===== src/rtl/seg_pkg.sv =====
// seg_pkg: shared types and helpers for the 7-segment scan controller.
//   slot_state_t : BLANK (dead time, all digits off) / DRIVE (one digit lit)
//   BLANK_CODE   : nibble the shared decoder maps to all segments off
//   lz_mask()    : leading-zero blank mask over a packed BCD value
package seg_pkg;

    typedef enum logic {BLANK, DRIVE} slot_state_t;

    localparam logic [3:0] BLANK_CODE = 4'hF;

    // Widest bank lz_mask() handles; callers zero-extend their value to this.
    localparam int MAX_DIGITS = 16;

    // Bit k set when nibbles k..n-1 are all zero and k != 0.
    // Digit 0 always stays lit so a zero value still shows "0".
    function automatic logic [MAX_DIGITS-1:0] lz_mask(
        input logic [4*MAX_DIGITS-1:0] shadow,
        input int                      n
    );
        logic run;
        lz_mask = '0;
        run     = 1'b1;
        for (int k = MAX_DIGITS - 1; k >= 0; k--) begin
            if (k < n) begin
                run = run & (shadow[4*k +: 4] == 4'h0);
                if (k != 0) lz_mask[k] = run;
            end
        end
    endfunction

endpackage


===== src/rtl/seg_slot_timer.sv =====
// seg_slot_timer: slot cycle counter and digit index for the scan.
//   clk, rst_n : clock, asynchronous active-low reset
//   idx        : digit currently being scanned
//   in_blank   : slot is inside its dead time
//   slot_end   : last cycle of the current slot
//   frame_end  : last cycle of the last digit's slot
module seg_slot_timer
    import seg_pkg::*;
#(
    parameter int N_DIGITS = 8,
    parameter int SCAN_DIV = 50000,
    parameter int DEAD_CYC = 2,
    localparam int CW = (SCAN_DIV > 1) ? $clog2(SCAN_DIV) : 1,
    localparam int IW = $clog2(N_DIGITS)
) (
    input  logic          clk,
    input  logic          rst_n,
    output logic [IW-1:0] idx,
    output logic          in_blank,
    output logic          slot_end,
    output logic          frame_end
);

    logic [CW-1:0] cnt;

    assign slot_end  = (cnt == CW'(SCAN_DIV - 1));
    assign frame_end = slot_end && (idx == IW'(N_DIGITS - 1));

    // A zero dead time would make the compare constant-false; drop it instead.
    generate
        if (DEAD_CYC == 0) begin : g_no_dead
            assign in_blank = 1'b0;
        end else begin : g_dead
            assign in_blank = (cnt < CW'(DEAD_CYC));
        end
    endgenerate

    always_ff @(posedge clk or negedge rst_n) begin
        if (!rst_n) begin
            cnt <= '0;
            idx <= '0;
        end else if (slot_end) begin
            cnt <= '0;
            idx <= frame_end ? '0 : idx + 1'b1;
        end else begin
            cnt <= cnt + 1'b1;
        end
    end

endmodule


===== src/rtl/seg_scan_ctrl.sv =====
// seg_scan_ctrl: time-multiplexed scan controller for a common-anode
// 7-segment bank sharing one BCD decoder (decoder lives in the parent).
//   clk, rst_n          : clock, asynchronous active-low reset
//   in_valid / in_ready : display value handshake (ready = pending empty)
//   in_data             : packed BCD, digit 0 in [3:0]
//   lz_blank            : leading-zero blanking, latched at frame boundary
//   digit_an            : active-low one-hot digit enable
//   bcd                 : nibble to the decoder, BLANK_CODE = dark
//   frame_done          : pulse on the last cycle of every frame
module seg_scan_ctrl
    import seg_pkg::*;
#(
    parameter int N_DIGITS = 8,
    parameter int SCAN_DIV = 50000,
    parameter int DEAD_CYC = 2
) (
    input  logic                  clk,
    input  logic                  rst_n,
    input  logic                  in_valid,
    output logic                  in_ready,
    input  logic [4*N_DIGITS-1:0] in_data,
    input  logic                  lz_blank,
    output logic [N_DIGITS-1:0]   digit_an,
    output logic [3:0]            bcd,
    output logic                  frame_done
);

    localparam int IW = $clog2(N_DIGITS);

    generate
        if (SCAN_DIV <= DEAD_CYC || N_DIGITS < 2 || N_DIGITS > MAX_DIGITS) begin : g_bad_cfg
            $error("seg_scan_ctrl: need SCAN_DIV > DEAD_CYC and 2 <= N_DIGITS <= MAX_DIGITS");
        end
    endgenerate

    logic [IW-1:0]         idx;
    logic                  in_blank;
    logic                  slot_end;
    logic                  frame_end;

    logic [4*N_DIGITS-1:0] shadow;
    logic [4*N_DIGITS-1:0] pend;
    logic                  pend_v;
    logic                  lz_q;
    logic                  accept;

    seg_slot_timer #(
        .N_DIGITS (N_DIGITS),
        .SCAN_DIV (SCAN_DIV),
        .DEAD_CYC (DEAD_CYC)
    ) u_timer (
        .clk       (clk),
        .rst_n     (rst_n),
        .idx       (idx),
        .in_blank  (in_blank),
        .slot_end  (slot_end),
        .frame_end (frame_end)
    );

    assign in_ready = !pend_v;
    assign accept   = in_valid && in_ready;

    // Accepts always go to pend; shadow only changes at a frame boundary so
    // a frame is never torn between two values.
    always_ff @(posedge clk or negedge rst_n) begin
        if (!rst_n) begin
            shadow <= '1;
            pend   <= '0;
            pend_v <= 1'b0;
            lz_q   <= 1'b0;
        end else begin
            if (frame_end) begin
                lz_q <= lz_blank;
                if (pend_v) shadow <= pend;
            end
            if (accept) begin
                pend   <= in_data;
                pend_v <= 1'b1;
            end else if (frame_end) begin
                pend_v <= 1'b0;
            end
        end
    end

    // Output decode, from registers only.
    logic [4*MAX_DIGITS-1:0] shadow_ext;
    logic [MAX_DIGITS-1:0]   lzm;
    logic [3:0]              nib;
    logic                    lz_hide;
    slot_state_t             state;

    always_comb begin
        shadow_ext                   = '0;
        shadow_ext[4*N_DIGITS-1:0]   = shadow;
    end

    assign lzm     = lz_mask(shadow_ext, N_DIGITS);
    assign nib     = shadow[4*idx +: 4];
    assign lz_hide = lz_q && lzm[idx];
    assign state   = in_blank ? BLANK : DRIVE;

    assign digit_an   = (state == BLANK) ? '1 : ~(N_DIGITS'(1) << idx);
    assign bcd        = (state == BLANK || lz_hide) ? BLANK_CODE : nib;
    assign frame_done = frame_end;

endmodule

===== config.mk =====
export PLATFORM = sky130hd
export DESIGN_NAME = seg_scan_ctrl
export DESIGN_NICKNAME = d
export VERILOG_FILES = /design/src/rtl/seg_pkg.sv /design/src/rtl/seg_slot_timer.sv /design/src/rtl/seg_scan_ctrl.sv
export SDC_FILE = /design/constraint.sdc
export NUM_CORES = 1
export LEC_CHECK = 0
export BUFFER_PORTS_ARGS = -buffer_cell sky130_fd_sc_hd__buf_2
export CORE_ASPECT_RATIO = 0.7
export CORE_MARGIN = 1.5
export CORE_UTILIZATION = 25
export CTS_BUF_LIST = sky130_fd_sc_hd__clkbuf_8
export DETAILED_ROUTE_END_ITERATION = 6
export PLACE_DENSITY = 0.44
export SETUP_SLACK_MARGIN = 0.5
export SLEW_MARGIN = 20
export SYNTH_ARGS = -nofsm -noshare
export SYNTH_HDL_FRONTEND = slang
export SYNTH_HIERARCHICAL = 1
export SYNTH_SLANG_ARGS = --single-unit

===== constraint.sdc =====
create_clock -name clk -period 3.05 [get_ports clk]
set_input_delay 0.61 -clock clk [delete_from_list [all_inputs] [get_ports clk]]
set_output_delay 0.61 -clock clk [all_outputs]
set_load 0.02 [all_outputs]

==> flow_summary.ini, run 1 <==
[drt]
drt-wirelength-per-cell_um = 16.1
drc = 0
vias = 2403
routed_wl_um = 8630
drt_first_pass_iters = 4
drt-initial-drc-count = 87
via_per_inst = 4.49
drtAntennaViolNets = 0

[sta]
fin_skew_ns = 0.0121
worst_slew_pin_slew_ns = 0.565
hold_viol = 0
final.setup.tns_ns = 0
final-setup-viol-count = 0
rsz0062_at_grt = true
fin_crit_sh_pct = 82.1
slew_violations = 0
maxSlewHeadroom_pct = 62.0
max_freq_ghz = 0.400
period_minus_slack_ns = 2.50

[yosys]
synthesis.area_um2 = 3880
syn_area_per_cell_um2 = 14.0
synthCells = 278
synth.area.top_cells = dfrtp_1 34%, dfstp_2 22%, mux2_2 19%, mux4_1 4.1%, xnor2_1 2.5%
ys_seq_area_share_pct = 55.9
synth_top_area_share_pct = 34.2
synth_fp_nets = 317
synth_top_area_cell = dfrtp_1
synthesis.yosys.warnings = 6
ys_ff_latch = 85
synthDistinctLibCells = 37

[power_and_ir_drop]
finalPower_mw = 2.15
p_comb_share_pct = 4.5
p_sw_share_pct = 21.4
p_clk_share_pct = 39.1
seq_power_share_pct = 56.4
cellLeakagePower_nw = 2.04
irDropWorstVdd_uv = 173
power_density_nw_per_um2 = 458
p_int_mw = 1.69
power_switching_mw = 0.462

[critical_path]
rr_worst_depth = 8
rr_endpoint = shadow[25]$_DFFE_PN1P_
worstSetupPathType = reg2out
ff2ff_setup_slack_ns = 0.74
worstPathRequired_ns = 2.44
r2r-start = u_timer/idx[0]$_DFFE_PN0N_
end_kind = output port
cp_max_fo = 4
cp-start-kind = flip-flop
arrival_ns = 1.89

[grt]
grt_overflow = 0
grt_pass1_vias = 2462
grt_antenna_before_repair = 0
grt_use_total_pct = 11.1
grt_pass1_wl_um = 13700
grt_max_degree = 40

[die]
dieHeight_um = 107
ios = 50
die_w_um = 152
start_util_pct = 26.0
dieArea_um2 = 16300
placementRows = 37
core_area_um2 = 14900

[cts]
cts_tree = built
clockBufferDepth = 2
clk_pin_slew_ns = 0.08
ctsHoldBuffers = 0
insertion_delay_ns = 0.35
ctsHtreeMaxLevel = 3
cts_root_buf = clkbuf_8
cts_sinks = 85
cts_buffers = 9

[worst_hold_path]
min_path_type = in2async

[cells_and_area]
fin_nets = 374
final_core_util_pct = 31.6
diodes = 0
area_delta_synth_final_pct = 21.3
final_cells = 535
drive_gt1_share_pct = 57.9

[place]
port_buffers = 49
dp_cells = 514
post-dp-hpwl_um = 6160
gp_congestion = 0.797

[run_status]
outcome = completed

[run]
drv_cap = 0
## worst max path at each step
| stage | end | slack, ns | start | depth (start not counted) |
|---|---|---|---|---|
| 2_1_floorplan | shadow[10]$_DFFE_PN1P_ | 0.69 | u_timer/cnt[10]$_DFF_PN0_ | 8 |
| 3_5_place_dp | bcd[1] | 0.58 | u_timer/idx[0]$_DFFE_PN0N_ | 4 |
| 4_1_cts | bcd[3] | 0.51 | shadow[24]$_DFFE_PN1P_ | 5 |
| 5_1_grt | bcd[2] | 0.45 | u_timer/cnt[1]$_DFF_PN0_ | 6 |
| 6_report | bcd[2] | 0.55 | shadow[21]$_DFFE_PN1P_ | 4 |
| 3_3_place_gp | bcd[0] | 0.57 | u_timer/idx[0]$_DFFE_PN0N_ | 4 |
## power by group through the flow
stage	logic [mW]	clock network (mW)	registers, mW
after floorplan	0.0476	0	1.22
final	0.0973	0.842	1.22
after detailed placement	0.101	0	1.24
after CTS	0.101	0.884	1.22
after global routing	0.110	0.930	1.22
after global placement	0.0970	0	1.24
## per-layer routing
metal | vias to the layer above | GRT usage (%) | wire length, um
met5 | - | 0 | 0
met4 | 0 | 3.74 | 93
met3 | 10 | 3.15 | 250
met2 | 41 | 15.7 | 3780
met1 | 1227 | 16.1 | 4500
li1 | 1125 | - | -
## critical path, cell delays in order (launching register included)
cell	delay, ns
dfstp_2	0.39
o41ai_1	0.57
a41oi_2	0.25
o21ai_1	0.18
buf_4	0.16
## kinds of logic after synthesis
logic type / share of synthesized area (%)
xor+xnor: 3.16
fa+ha+maj: 0.968
compound gates: 2.35
mux: 26.0
simple gates: 9.32
buf+inv: 2.35
flops: 55.9
## final cells by class
| class | count | area (um^2) |
|---|---|---|
| well taps | 195 | 244 |
| repair buffers | 59 | 345 |
| inverters | 2 | 7.51 |
| flip-flops and latches | 85 | 2180 |
| fillers | 1518 | 10200 |
| clock inverters | 7 | 85.1 |
| clock buffers | 9 | 124 |
| multi-input cells | 178 | 1720 |
## registers in the layout (all words and copies together) (netlist names)
register and cells:
lz_q 1, u_timer/idx 3, pend_v 1, pend 32, shadow 32, u_timer/cnt 16
## placed cells by master, fill, tap and decap left out, types with 2 or more instances in the layout
cell	instances
buf_2	44
buf_4	14
bufinv_16	2
clkbuf_8	9
dfrtp_1	46
dfrtp_2	6
dfstp_2	32
ha_1	2
inv_1	5
mux2_1	2
mux2_2	66
mux2i_1	4
mux4_1	6
mux4_2	2
nand2_1	16
nand3_1	8
nand4_1	4
nor2_1	14
nor2_4	2
nor2b_1	4
nor3_1	3
nor4_1	5
nor4_4	3
o21ai_1	5
o41ai_2	2
or4_4	2
xnor2_1	11
xor2_1	3
## per-stage QoR
stage / instance area, um^2 / setup WS (ns) / hold WS [ns]
4_1_cts: 4600 / 0.506 / 0.230
5_1_grt: 4710 / 0.453 / 0.233
3_3_place_gp: 4330 / 0.568 / 0.476
3_5_place_dp: 4330 / 0.577 / 0.480
2_1_floorplan: 3880 / 0.695 / 0.314
6_report: 4710 / 0.547 / 0.226
## what timing repair did
action	in CTS	in global routing
setup endpoints to repair	13	5
resized for setup	12	19
buffers inserted	3	2
pin swaps	1	8
## synthesized netlist by cell type
master	count
mux2_2	66
dfrtp_1	53
dfstp_2	32
nand2_1	17
nor2_1	16
xnor2_1	11
nand3_1	9
buf_2	7
nor4_1	7
mux4_1	6
nor2b_1	5
mux2i_1	4
nand4_1	4
o21ai_1	4
clkbuf_1	3
ha_1	3
nor3_1	3
o41ai_1	3
xor2_1	3
buf_6	2
inv_1	2
mux2_1	2
mux4_2	2
a21o_1	1
a311oi_1	1
a41oi_2	1
and2_1	1
and2b_2	1
and3_2	1
and4_1	1
buf_8	1
nand2b_1	1
nor4_4	1
o21a_1	1
o21ai_0	1
or4_1	1
or4_4	1
Note: power is estimated with default switching activity, not from simulation.
==> run 2, diff against run 1 <==
--- a/config.mk
+++ b/config.mk
@@ -11,7 +11,7 @@
 export CORE_UTILIZATION = 25
 export CTS_BUF_LIST = sky130_fd_sc_hd__clkbuf_8
 export DETAILED_ROUTE_END_ITERATION = 6
-export PLACE_DENSITY = 0.44
+export PLACE_DENSITY = 0.45
 export SETUP_SLACK_MARGIN = 0.5
 export SLEW_MARGIN = 20
 export SYNTH_ARGS = -nofsm -noshare
==> constraint.sdc (replaced) <==
create_clock -name clk -period 2 [get_ports clk]
set_input_delay 0.4 -clock clk [delete_from_list [all_inputs] [get_ports clk]]
set_output_delay 0.4 -clock clk [all_outputs]
set_load 0.02 [all_outputs]
==> run 2 against run 1 <==
- the run now ends with negative setup slack left
- sequential power increased by 52%
- global-route usage rose by 0.93 points
- clock skew about the same
- setup slack worse by 0.84 ns
- largest cell class unchanged
==> flow_summary.ini, run 2 (synthesized netlist as in run 1, its figures left out) <==
[run_status]
outcome = finished, violations left
violations = negative setup slack

[power_and_ir_drop]
power_switching_mw = 0.734
p_clk_share_pct = 37.3
p_int_mw = 2.47
power_density_nw_per_um2 = 598
cellLeakagePower_nw = 2.32
p_sw_share_pct = 22.9
irDropWorstVdd_uv = 325
seq_power_share_pct = 57.9
p_comb_share_pct = 4.8

[critical_path]
r2r-start = u_timer/idx[0]$_DFFE_PN0N_
rr_endpoint = shadow[15]$_DFFE_PN1P_
arrival_ns = 1.89
worstPathRequired_ns = 1.60
end_kind = output port
worstSetupPathType = reg2out
cp-start-kind = flip-flop
ff2ff_setup_slack_ns = -0.01
rr_worst_depth = 9
cp_max_fo = 4

[place]
place_ws_ns = -0.137
post-dp-hpwl_um = 6580
gp_congestion = 0.822
port_buffers = 49

[cells_and_area]
diodes = 0
reg.largest.list = pend: 32 flops, shadow: 32 flops, u_timer/cnt: 16 flops
most-common-layout-cells = 62 x mux2_2, 50 x dfrtp_1, 35 x buf_2, 32 x dfstp_2, 30 x buf_4
drive_gt1_share_pct = 67.8
area_delta_synth_final_pct = 38.0
final_core_util_pct = 35.9
multi_input_area_um2 = 1880
seqCellArea_um2 = 2170
fin_nets = 413
layout_commonest_cell = mux2_2
nFillCells = 1471

[die]
dieHeight_um = 107
die_w_um = 152
core_area_um2 = 14900
dieArea_um2 = 16300
ios = 50
placementRows = 37
start_util_pct = 26.0

[sta]
maxSlewHeadroom_pct = 65.3
final-setup-viol-count = 36
fin_skew_ns = 0.0122
rsz0062_at_grt = true
worst_slew_pin_slew_ns = 0.514
final.setup.tns_ns = -2.91
period_minus_slack_ns = 2.29
fin_crit_sh_pct = 115
slew_violations = 0
layout_setup_ws_ns = -0.293
max_freq_ghz = 0.436
whs_ns = 0.248
hold_viol = 0

[cts]
cts_buffers = 9
clockBufferDepth = 2
insertion_delay_ns = 0.36
cts_sinks = 85
cts_tree = built
cts_root_buf = clkbuf_8
ctsHtreeMaxLevel = 3
clk_pin_slew_ns = 0.09

[grt]
grt_antenna_before_repair = 0
grt_pass1_wl_um = 14900
grt_pass1_vias = 2792
grt_overflow = 0
grt_max_degree = 49
grt_use_total_pct = 12.0

[drt]
via_per_inst = 4.48
drt-initial-drc-count = 90
drt-wirelength-per-cell_um = 16.2
drtAntennaViolNets = 0
drt_first_pass_iters = 4
routed_wl_um = 9300
drc = 0
vias = 2571

[worst_hold_path]
min_path_cells = 2
min_path_type = in2reg
hold_path_startpoint = in_valid
min_to = pend_v$_DFFE_PN0P_

[run]
drv_cap = 0
[run 2: cell types whose count changed in the layout (fill, tap and decap cells not counted), moves of 5 or more]
cell / change
buf_6: +22
buf_4: +16
nor2_1: -10
buf_2: -9
nor2_4: +9
nand2_1: -6
nand2_2: +5
[run 2: worst max-delay path, cell delays in order (launching register included)]
cell	delay [ns]
dfstp_2	0.38
or4_4	0.56
nand2_2	0.10
a41oi_4	0.16
o21ai_2	0.21
buf_6	0.13
[run 2: layout make-up]
cell class	count	share of cell area, %
clock buffers	9	2.31
repair buffers	98	16.0
well taps	195	4.56
flip-flops and latches	85	40.5
inverters	2	0.140
multi-input cells	178	35.1
clock inverters	7	1.26
[run 2: worst max path at each step]
| stage | startpoint | end | slack, ns | cells after the start |
|---|---|---|---|---|
| 2_1_floorplan | u_timer/cnt[11]$_DFF_PN0_ | shadow[10]$_DFFE_PN1P_ | 0.03 | 8 |
| 3_3_place_gp | u_timer/idx[0]$_DFFE_PN0N_ | bcd[0] | -0.09 | 4 |
| 3_5_place_dp | u_timer/idx[0]$_DFFE_PN0N_ | bcd[0] | -0.14 | 4 |
| 4_1_cts | shadow[24]$_DFFE_PN1P_ | bcd[1] | -0.33 | 5 |
| 5_1_grt | u_timer/cnt[10]$_DFF_PN0_ | bcd[0] | -0.38 | 7 |
| 6_report | shadow[24]$_DFFE_PN1P_ | bcd[0] | -0.29 | 5 |
[run 2: layer usage]
metal / up-vias / wire, um / GRT usage (%)
li1: 1206 / - / -
met1: 1312 / 4370 / 15.5
met2: 44 / 4520 / 19.7
met3: 9 / 312 / 3.48
met4: 0 / 102 / 3.33
met5: - / 0 / 0
[run 2: power groups by stage]
stage,registers [mW],logic (mW),clock network [mW]
floorplan,1.86,0.0725,0
global placement,1.89,0.152,0
detailed placement,1.89,0.157,0
CTS,1.86,0.159,1.25
global route,1.87,0.174,1.32
finish,1.85,0.153,1.19
[run 2: metrics by stage]
stage	power [mW]	cells	instance area [um^2]
2_1_floorplan	1.93	278	3940
3_3_place_gp	2.04	540	4600
3_5_place_dp	2.04	540	4600
4_1_cts	3.26	568	5200
5_1_grt	3.36	574	5350
6_report	3.20	574	5350
[run 2: repair_timing]
item | in CTS | in global routing
pin swaps | 20 | 7
hold buffers | 1 | 0
endpoints found under the setup margin | 53 | 61
resized for setup | 75 | 22
setup buffers | 9 | 6
endpoints found under the hold margin | 14 | 0
gates cloned | 2 | 0
